--- src/rtl/lieat_exu_com_csrfile.sv ---
// Machine-mode CSR file for the EXU commit stage: Zicsr access, trap entry, mret, IFU redirect read port.
// Define LIEAT_CSR_COUNTER_EN to build the 64-bit mcycle/minstret counters.
module lieat_exu_com_csrfile #(
  parameter int              XLEN      = 32,
  parameter int              CSR_IDX   = 12,
  parameter logic [XLEN-1:0] MTVEC_RST = '0
) (
  input  logic               clock,
  input  logic               reset,
  input  logic               csr_ena,
  input  logic [1:0]         csr_op,
  input  logic [CSR_IDX-1:0] csr_idx,
  input  logic [XLEN-1:0]    csr_wdata,
  output logic [XLEN-1:0]    csr_rdata,
  output logic               csr_ilgl,
  input  logic               trap_valid,
  input  logic [XLEN-1:0]    trap_pc,
  input  logic [XLEN-1:0]    trap_cause,
  input  logic               mret_valid,
  input  logic               instret,
  input  logic               ifu_csr_ren,
  input  logic [CSR_IDX-1:0] ifu_csr_idx,
  output logic [XLEN-1:0]    ifu_csr_rdata,
  output logic               mstatus_mie
);

  localparam logic [CSR_IDX-1:0] A_MSTATUS  = CSR_IDX'(12'h300);
  localparam logic [CSR_IDX-1:0] A_MTVEC    = CSR_IDX'(12'h305);
  localparam logic [CSR_IDX-1:0] A_MSCRATCH = CSR_IDX'(12'h340);
  localparam logic [CSR_IDX-1:0] A_MEPC     = CSR_IDX'(12'h341);
  localparam logic [CSR_IDX-1:0] A_MCAUSE   = CSR_IDX'(12'h342);
`ifdef LIEAT_CSR_COUNTER_EN
  localparam logic [CSR_IDX-1:0] A_MCYCLE    = CSR_IDX'(12'hB00);
  localparam logic [CSR_IDX-1:0] A_MINSTRET  = CSR_IDX'(12'hB02);
  localparam logic [CSR_IDX-1:0] A_MCYCLEH   = CSR_IDX'(12'hB80);
  localparam logic [CSR_IDX-1:0] A_MINSTRETH = CSR_IDX'(12'hB82);
`endif

  logic            mie, mpie;
  logic [XLEN-1:0] mtvec, mepc, mcause, mscratch;
  logic [XLEN-1:0] mstatus_rd, old_val, wval;
  logic            hit, do_wr;

`ifdef LIEAT_CSR_COUNTER_EN
  logic [63:0] mcycle, minstret, mcycle_nxt, minstret_nxt;
`endif

  // mstatus keeps only MIE/MPIE as state; MPP is hardwired to machine mode
  always_comb begin
    mstatus_rd        = '0;
    mstatus_rd[12:11] = 2'b11;
    mstatus_rd[7]     = mpie;
    mstatus_rd[3]     = mie;
  end

  always_comb begin
    hit     = 1'b1;
    old_val = '0;
    case (csr_idx)
      A_MSTATUS:  old_val = mstatus_rd;
      A_MTVEC:    old_val = mtvec;
      A_MSCRATCH: old_val = mscratch;
      A_MEPC:     old_val = mepc;
      A_MCAUSE:   old_val = mcause;
`ifdef LIEAT_CSR_COUNTER_EN
      A_MCYCLE:    old_val = mcycle[XLEN-1:0];
      A_MINSTRET:  old_val = minstret[XLEN-1:0];
      A_MCYCLEH:   if (XLEN == 32) old_val = XLEN'(mcycle >> 32);   else hit = 1'b0;
      A_MINSTRETH: if (XLEN == 32) old_val = XLEN'(minstret >> 32); else hit = 1'b0;
`endif
      default:    hit = 1'b0;
    endcase
  end

  always_comb begin
    case (csr_op)
      2'b01:   wval = csr_wdata;
      2'b10:   wval = old_val | csr_wdata;
      2'b11:   wval = old_val & ~csr_wdata;
      default: wval = old_val;
    endcase
  end

  // trap and mret outrank any CSR write in the same cycle
  assign do_wr     = csr_ena & hit & (csr_op != 2'b00) & ~trap_valid & ~mret_valid;
  assign csr_rdata = (csr_ena & hit & ~reset) ? old_val : '0;
  assign csr_ilgl  = csr_ena & ~hit & ~reset;
  assign mstatus_mie = mie;

  always_comb begin
    ifu_csr_rdata = '0;
    if (ifu_csr_ren & ~reset) begin
      if (ifu_csr_idx == A_MTVEC)     ifu_csr_rdata = mtvec;
      else if (ifu_csr_idx == A_MEPC) ifu_csr_rdata = mepc;
    end
  end

  always_ff @(posedge clock or posedge reset) begin
    if (reset) begin
      mie      <= 1'b0;
      mpie     <= 1'b0;
      mtvec    <= {MTVEC_RST[XLEN-1:2], 2'b00};
      mepc     <= '0;
      mcause   <= '0;
      mscratch <= '0;
    end else if (trap_valid) begin
      mepc   <= {trap_pc[XLEN-1:1], 1'b0};
      mcause <= trap_cause;
      mpie   <= mie;
      mie    <= 1'b0;
    end else if (mret_valid) begin
      mie  <= mpie;
      mpie <= 1'b1;
    end else if (do_wr) begin
      case (csr_idx)
        A_MSTATUS: begin
          mie  <= wval[3];
          mpie <= wval[7];
        end
        A_MTVEC:    mtvec    <= {wval[XLEN-1:2], 2'b00};
        A_MEPC:     mepc     <= {wval[XLEN-1:1], 1'b0};
        A_MCAUSE:   mcause   <= wval;
        A_MSCRATCH: mscratch <= wval;
        default:    ;
      endcase
    end
  end

`ifdef LIEAT_CSR_COUNTER_EN
  // a write to either half replaces that counter's increment for the cycle
  always_comb begin
    mcycle_nxt   = mcycle + 64'd1;
    minstret_nxt = minstret + 64'(instret);
    if (do_wr) begin
      case (csr_idx)
        A_MCYCLE:    mcycle_nxt   = (XLEN == 32) ? {mcycle[63:32], wval[31:0]} : 64'(wval);
        A_MCYCLEH:   mcycle_nxt   = {wval[31:0], mcycle[31:0]};
        A_MINSTRET:  minstret_nxt = (XLEN == 32) ? {minstret[63:32], wval[31:0]} : 64'(wval);
        A_MINSTRETH: minstret_nxt = {wval[31:0], minstret[31:0]};
        default:     ;
      endcase
    end
  end

  always_ff @(posedge clock or posedge reset) begin
    if (reset) begin
      mcycle   <= '0;
      minstret <= '0;
    end else begin
      mcycle   <= mcycle_nxt;
      minstret <= minstret_nxt;
    end
  end
`else
  logic unused_instret;
  assign unused_instret = instret;
`endif

endmodule

--- config.mk ---
export PLATFORM = sky130hd
export DESIGN_NAME = lieat_exu_com_csrfile
export DESIGN_NICKNAME = d
export VERILOG_FILES = /design/src/rtl/lieat_exu_com_csrfile.sv
export SDC_FILE = /design/constraint.sdc
export NUM_CORES = 1
export LEC_CHECK = 0
export CAP_MARGIN = 20
export CORE_MARGIN = 10
export CORE_UTILIZATION = 44
export DETAILED_ROUTE_END_ITERATION = 10
export PLACE_DENSITY = 0.83
export SLEW_MARGIN = 5
export SYNTH_ARGS = -nofsm -noshare
export SYNTH_HDL_FRONTEND = slang
export SYNTH_SLANG_ARGS = --single-unit
--- constraint.sdc ---
create_clock -name clock -period 14.6 [get_ports clock]
set_input_delay 2.19 -clock clock [delete_from_list [all_inputs] [get_ports clock]]
set_output_delay 2.19 -clock clock [all_outputs]
set_load 0.005 [all_outputs]
==> run_summary.xml <==
<?xml version="1.0" encoding="UTF-8"?>
<metrics>
  <group name="die">
    <metric name="die_w" unit="um">156.4</metric>
    <metric name="floorplan.initialDensity" unit="">0.4512</metric>
    <metric name="boundaryPins" unit="">195</metric>
    <metric name="die_area" unit="um2">24470</metric>
    <metric name="design.core.area" unit="um2">18150</metric>
    <metric name="die-height" unit="um">156.4</metric>
    <metric name="core.rowCount" unit="">49</metric>
  </group>
  <group name="job">
    <metric name="maxCapViolCount" unit="">0</metric>
  </group>
  <group name="worst_setup_path">
    <metric name="regToRegStartpoint" unit="">mcause[8]$_DFFE_PP0P_</metric>
    <metric name="worst_setup_path_start_kind" unit="">input pin</metric>
    <metric name="timing.reg2reg.worst_path_depth" unit="">6</metric>
    <metric name="crit-reg2reg-capture" unit="">mepc[8]$_DFFE_PP0P_</metric>
    <metric name="cp_data_required_time" unit="ns">12.41</metric>
    <metric name="path_max_fanout" unit="">18</metric>
    <metric name="timing_worst_setup_path_type" unit="">in2out</metric>
    <metric name="ff2ff_setup_slack" unit="ns">12.73</metric>
    <metric name="worst_setup_path_end_kind" unit="">output port</metric>
    <metric name="critical_path_arrival" unit="ns">5.77</metric>
  </group>
  <group name="cts">
    <metric name="post-cts-setup-buffer-count" unit="">0</metric>
    <metric name="clk_root_buffer_cell" unit="">clkbuf_16</metric>
    <metric name="numClockSinks" unit="">127</metric>
    <metric name="clk-insertion-delay-late" unit="ns">0.42</metric>
    <metric name="numCtsBuffers" unit="">17</metric>
    <metric name="htreeDepth" unit="">4</metric>
    <metric name="worst_setup_hold_path_clk_slew" unit="ns">0.05</metric>
    <metric name="ctsResizeCount" unit="">0</metric>
    <metric name="cts.path.max_buffers" unit="">2</metric>
    <metric name="cts_hold_buffers" unit="">0</metric>
    <metric name="cts_tree" unit="">done</metric>
  </group>
  <group name="yosys">
    <metric name="synth-seq-area-share" unit="">0.3881</metric>
    <metric name="yosysWarnings" unit="">0</metric>
    <metric name="postSynthNetCount" unit="">1096</metric>
    <metric name="post_synth.cell_area_avg" unit="um2">8.467</metric>
    <metric name="mappedNetlistArea" unit="um2">8188</metric>
    <metric name="synthFlopType" unit="">dfrtp_1</metric>
    <metric name="share_of_flip_flops_with_an_asynchronous_set_or_reset_after_synthesis" unit="">1.000</metric>
    <metric name="cells_after_synthesis" unit="">967</metric>
    <metric name="yosys.cell_types.count" unit="">56</metric>
    <metric name="synth-edff-count" unit="">0</metric>
    <metric name="ys_seq_elements" unit="">127</metric>
  </group>
  <group name="sta">
    <metric name="fin_hold_ws" unit="ns">0.4827</metric>
    <metric name="fmaxAchievable" unit="MHz">125.7</metric>
    <metric name="worst-slew-pin-transition" unit="ns">1.014</metric>
    <metric name="setup-tns-final" unit="ns">0</metric>
    <metric name="final_min_period_over_clock_period" unit="">0.5451</metric>
    <metric name="finalWorstPathRequiredPeriod" unit="ns">7.958</metric>
    <metric name="rsz_0062_raised_after_global_routing" unit="">false</metric>
    <metric name="maxSlewHeadroom" unit="">0.3231</metric>
    <metric name="final-max-slew-violation-count" unit="">0</metric>
    <metric name="fin_worst_skew" unit="ns">0.01096</metric>
    <metric name="finalHoldViolations" unit="">0</metric>
    <metric name="setup_viol_count_final" unit="">0</metric>
  </group>
  <group name="layout">
    <metric name="postLayoutCoreUtil" unit="">0.5904</metric>
    <metric name="layout.cells.most_common" unit="">clkdlybuf4s50_1</metric>
    <metric name="drive_above_1_share" unit="">0.08727</metric>
    <metric name="flow.area_growth_from_synthesis" unit="%">30.85</metric>
    <metric name="final_net_count" unit="">1241</metric>
    <metric name="top_library_cells_by_usage_in_the_layout_fill_and_taps_aside" unit="">187 x clkdlybuf4s50_1, 138 x nand2_1, 127 x dfrtp_1</metric>
    <metric name="stdcell_area" unit="um2">10710</metric>
    <metric name="insertedDiodeCount" unit="">0</metric>
  </group>
  <group name="pwr">
    <metric name="power_density" unit="nW/um2">85.61</metric>
    <metric name="internal_power" unit="mW">0.6678</metric>
    <metric name="power_frac_seq" unit="">0.415</metric>
    <metric name="comb_power_share" unit="">0.164</metric>
    <metric name="total_power" unit="mW">0.9172</metric>
    <metric name="switching_pwr" unit="mW">0.2494</metric>
    <metric name="peakVddDrop" unit="V">0.00007896</metric>
    <metric name="pwr-share-clk" unit="">0.421</metric>
    <metric name="total_leakage_power" unit="nW">3.965</metric>
    <metric name="netSwitchingFraction" unit="">0.2719</metric>
  </group>
  <group name="detailed_routing">
    <metric name="drt_pass1_iterations" unit="">6</metric>
    <metric name="detailedRoute.firstIterationViolations" unit="">856</metric>
    <metric name="avgRoutedWirePerCell" unit="um">23.71</metric>
    <metric name="number_of_drc_violations_after_detailed_routing" unit="">0</metric>
    <metric name="routed_wirelength" unit="mm">32.06</metric>
    <metric name="route.antenna.remaining_nets" unit="">0</metric>
    <metric name="detailroute.via_count" unit="">8629</metric>
    <metric name="vias_per_cell" unit="">6.382</metric>
  </group>
  <group name="run_status">
    <metric name="status" unit="">complete, no violations</metric>
  </group>
  <group name="min_path">
    <metric name="min_from" unit="">mcause[25]$_DFFE_PP0P_</metric>
    <metric name="min_path_cells" unit="">2</metric>
    <metric name="hold-path-endpoint" unit="">mcause[25]$_DFFE_PP0P_</metric>
    <metric name="hp-class" unit="">reg2reg</metric>
  </group>
  <group name="global_route">
    <metric name="vias_in_the_first_global_route" unit="">8668</metric>
    <metric name="global_route_wire_length_before_repair" unit="mm">49.11</metric>
    <metric name="grt-ovfl-total" unit="">0</metric>
    <metric name="number_of_antenna_violations_at_the_first_check_in_global_routing" unit="">0</metric>
    <metric name="grt_start_max_net_pins" unit="">71</metric>
    <metric name="global_route_usage_over_all_layers" unit="">0.2550</metric>
  </group>
  <group name="place">
    <metric name="globalplace.congestion" unit="">0.8429</metric>
    <metric name="dpl.hpwl" unit="mm">20.05</metric>
    <metric name="dpl-instance-area" unit="um2">10160</metric>
    <metric name="port_buffers" unit="">191</metric>
  </group>
</metrics>
==> layout make-up <==
class	count	area, um2
fillers	1567	7433
multi-input cells	747	4606
flip-flops and latches	127	3178
repair buffers	217	2107
clock buffers	24	491.7
well taps	229	286.5
clock inverters	6	35.03
inverters	2	10.01
==> metrics by stage <==
step / cells / worst slack, ns
after global placement: 1321 / 6.778
after global routing: 1352 / 6.511
after CTS: 1351 / 6.747
final: 1352 / 6.642
after detailed placement: 1321 / 6.744
after floorplan: 967 / 6.556
==> worst max-delay path by stage <==
stage | startpoint | slack, ns | cells past startpoint | endpoint
after detailed placement | csr_idx[0] | 6.74 | 8 | csr_rdata[8]
after floorplan | reset | 6.56 | 6 | csr_rdata[20]
after CTS | csr_idx[0] | 6.75 | 8 | csr_rdata[8]
final | csr_idx[0] | 6.64 | 8 | csr_rdata[8]
after global placement | csr_idx[0] | 6.78 | 8 | csr_rdata[8]
after global routing | csr_idx[0] | 6.51 | 8 | csr_rdata[8]
==> power groups by stage <==
| stage | clock (mW) | combinational, mW | sequential [mW] |
|---|---|---|---|
| floorplan | 0 | 0.0815 | 0.382 |
| global placement | 0 | 0.143 | 0.385 |
| detailed placement | 0 | 0.146 | 0.386 |
| CTS | 0.387 | 0.147 | 0.380 |
| global route | 0.403 | 0.161 | 0.383 |
| finish | 0.387 | 0.150 | 0.381 |
==> worst max-delay path: stages <==
cell,delay (ns)
clkdlybuf4s50_1,1.05
nor2b_1,0.61
nand2_1,0.15
o21ai_0,0.15
nand2b_1,0.45
buf_4,0.39
nor2_1,0.22
clkdlybuf4s50_1,0.55
==> sequential cells by signal, indices dropped and copies added, names as in the netlist <==
name         count
mcause          32
mtvec           30
mstatus_mie      1
mscratch        32
mpie             1
mepc            31
==> logic make-up (layout without fill, tap and decap cells) <==
logic type,Yosys count,in the layout,synth area share
and+or+nand+nor,330,330,0.1861
DFF,127,127,0.3881
other,1,1,0.0004580
muxes,27,27,0.03331
AOI/OAI and AO/OA,357,357,0.3015
buffers and inverters,93,249,0.05623
xor gates and xnor gates,32,32,0.03423
==> synthesized netlist by cell type, types with 6 or more instances <==
cell	n	share of area
nand2b_1	6	0.0046
a21oi_1	26	0.016
nand2_1	138	0.063
nand3_1	30	0.018
o31ai_2	7	0.011
o22a_1	8	0.0086
buf_4	8	0.0073
nor3_1	11	0.0067
dfrtp_1	127	0.39
a211o_1	20	0.021
buf_2	29	0.018
mux2i_1	25	0.031
nand3b_1	16	0.015
a22o_1	14	0.015
clkbuf_1	48	0.022
nor2_1	92	0.042
o211ai_1	8	0.0073
o21ai_0	34	0.021
a221oi_2	6	0.011
a211oi_1	8	0.0073
o21ai_1	88	0.054
a22oi_1	114	0.10
xnor2_1	29	0.031
buf_6	6	0.0083
==> metal layers <==
layer	global-route usage	vias up	routed length, um
li1	-	3836	-
met1	0.3077	4164	12190
met2	0.4167	554	15160
met3	0.08114	75	3856
met4	0.09753	0	852
met5	0	-	0
Note: power is estimated with default switching activity, not from simulation.
==> variant: new RTL, same settings <==
Register the input `csr_wdata` before use, without a reset. The logic sees it one clock later. The other inputs are not delayed to match.
--- a/src/rtl/lieat_exu_com_csrfile.sv
+++ b/src/rtl/lieat_exu_com_csrfile.sv
@@ -31,2 +31,8 @@
   localparam logic [CSR_IDX-1:0] A_MCAUSE   = CSR_IDX'(12'h342);
+
+  logic [XLEN-1:0] csr_wdata_q;
+
+  always_ff @(posedge clock) begin
+    csr_wdata_q <= csr_wdata;
+  end
 `ifdef LIEAT_CSR_COUNTER_EN
@@ -76,5 +82,5 @@
     case (csr_op)
-      2'b01:   wval = csr_wdata;
-      2'b10:   wval = old_val | csr_wdata;
-      2'b11:   wval = old_val & ~csr_wdata;
+      2'b01:   wval = csr_wdata_q;
+      2'b10:   wval = old_val | csr_wdata_q;
+      2'b11:   wval = old_val & ~csr_wdata_q;
       default: wval = old_val;
Behaviour: not the same (a bounded check fails within 4 cycles, from zero or initial values and one cycle with reset high).
==> variant against the unedited design <==
  * Wire length shrank 8.2%
  * Final cell count grew 2.7%
  * Total power grew 14%
  * Critical path type unchanged
  * Synthesized area grew 3.4%
  * Via count shrank 3.2%
  * Count of clock-buffer cells in the layout shrank 7
  * Setup slack gained 76 ps
  * Die area grew 3.0%
  * Non-clock buffer count shrank 11
  * Critical path depth shrank 2
  * Cell area grew 3.7%
  * Sequential cell count grew 32
==> variant: results (changes against the unedited design) <==
Run status -> completed
Met2 usage -> 35.7% (-6.0 points)
Inverters -> 11 (+9)
Post-synth top cells -> dfrtp_1 (127), a21oi_1 (114), nand2_1 (104)
Synth top area cells -> dfrtp_1 (38%), a22oi_1 (8.1%), dfxtp_1 (7.6%), a21oi_1 (6.7%), o21ai_0 (5.8%)
R2R Path End -> mepc[11]
Mapped Nets -> 1097 (+0.091%)
R2R setup slack -> 12510 ps (-220 ps)
Top Layer Used -> met5
Pre-antenna DRT Iters -> 5 (-1)
Compound-gate portion of the synthesized area -> 28.4% (-1.7 points)
Crit. Startpoint -> reset
Global-route met1 utilization -> 26.9% (-3.8 points)
Placed instance area -> 10500 sq um (+3.0%)
Multi-input gate share of total cell area -> 38.5% (-4.4 points)
Worst slack, placed -> 6590 ps (-156 ps)
Row cnt -> 50 (+2.0%)
Final-layout clock-cell area share -> 5.36% (+0.45 points)
Slowest-stage cell, CP -> nand3_2
Syn avg cell area -> 8.75 sq um (+3.3%)
Via count -> 8353 (-3.2%)
FF+latch count -> 159 (+25%)
DR WL met2 -> 14.0 mm (-7.8%)
VDD IR max -> 66.3 uV (-16%)
Nets -> 1244 (+0.24%)
Worst Hold Endpoint -> mscratch[30]
Critical hold path startpoint -> mscratch[30]
Clock group -> 442 uW (+14%)
Biggest regs -> csr_wdata_q (32), mcause (32), mscratch (32)
First-pass GRT wire length -> 45.0 mm (-8.3%)
Comb power -> 130 uW (-13%)
Share of post-route cells with drive strength above 1 -> 8.42% (-0.30 points)
Antenna violations before repair -> 1 (+1)
Worst slew margin -> 26.9% (-5.4 points)
Largest net degree at the start of global routing -> 101 (+42%)
Multi-In Gates -> 720 (-3.6%)
Slowest cell delay on critical path -> 870 ps (-180 ps)
Placed insts -> 1354 (+2.5%)
Worst Path Arrival -> 5690 ps (-80 ps)
Seq/Total Area, Yosys -> 45.1% (+6.3 points)
Mux cell area share after synthesis -> 3.58% (+0.24 points)
Vias in the first global route -> 8284 (-4.4%)
Leakage -> 4.19 nW (+5.6%)
Grt met3 use -> 5.40% (-2.7 points)
Switch share -> 28.0% (+0.86 points)
M1 WL -> 11.7 mm (-4.3%)
Sequential cell area -> 3820 sq um (+20%)
WL final -> 29.4 mm (-8.2%)
Vias per inst -> 6.02 (-5.7%)
Data buffer area share -> 18.4% (-1.3 points)
FF-to-FF Start -> mcause[11]
Global-route usage over all layers -> 22.0% (-3.5 points)
CP Max Fanout -> 68 (+50)
[variant: cell count changes in the layout (fill, tap and decap cells not counted), sizes merged, moves of 14 or more]
| cell | before | now |
|---|---|---|
| nand3b | 16 | 2 |
| o21ai | 123 | 178 |
| dfxtp | 0 | 32 |
| a22oi | 114 | 92 |
| nor3b | 5 | 33 |
| a211o | 20 | 2 |
| a21oi | 26 | 120 |
| inv | 2 | 16 |
| nand2 | 138 | 104 |
| nor2 | 93 | 73 |
| nand3 | 33 | 7 |
[variant: how the worst max path moves through the flow]
stage / end / depth (start not counted)
3_5_place_dp: csr_rdata[23] / 6
6_report: csr_rdata[3] / 6
5_1_grt: csr_rdata[3] / 6
3_3_place_gp: csr_rdata[30] / 6
2_1_floorplan: csr_rdata[13] / 4
4_1_cts: csr_rdata[3] / 6
[variant: worst register-to-register path: stages (launching register included)]
cell	delay, ps
dfrtp_1	390
nand3_1	80
o21ai_0	100
a22oi_1	420
a21oi_1	120
a211oi_1	610
a222oi_1	190
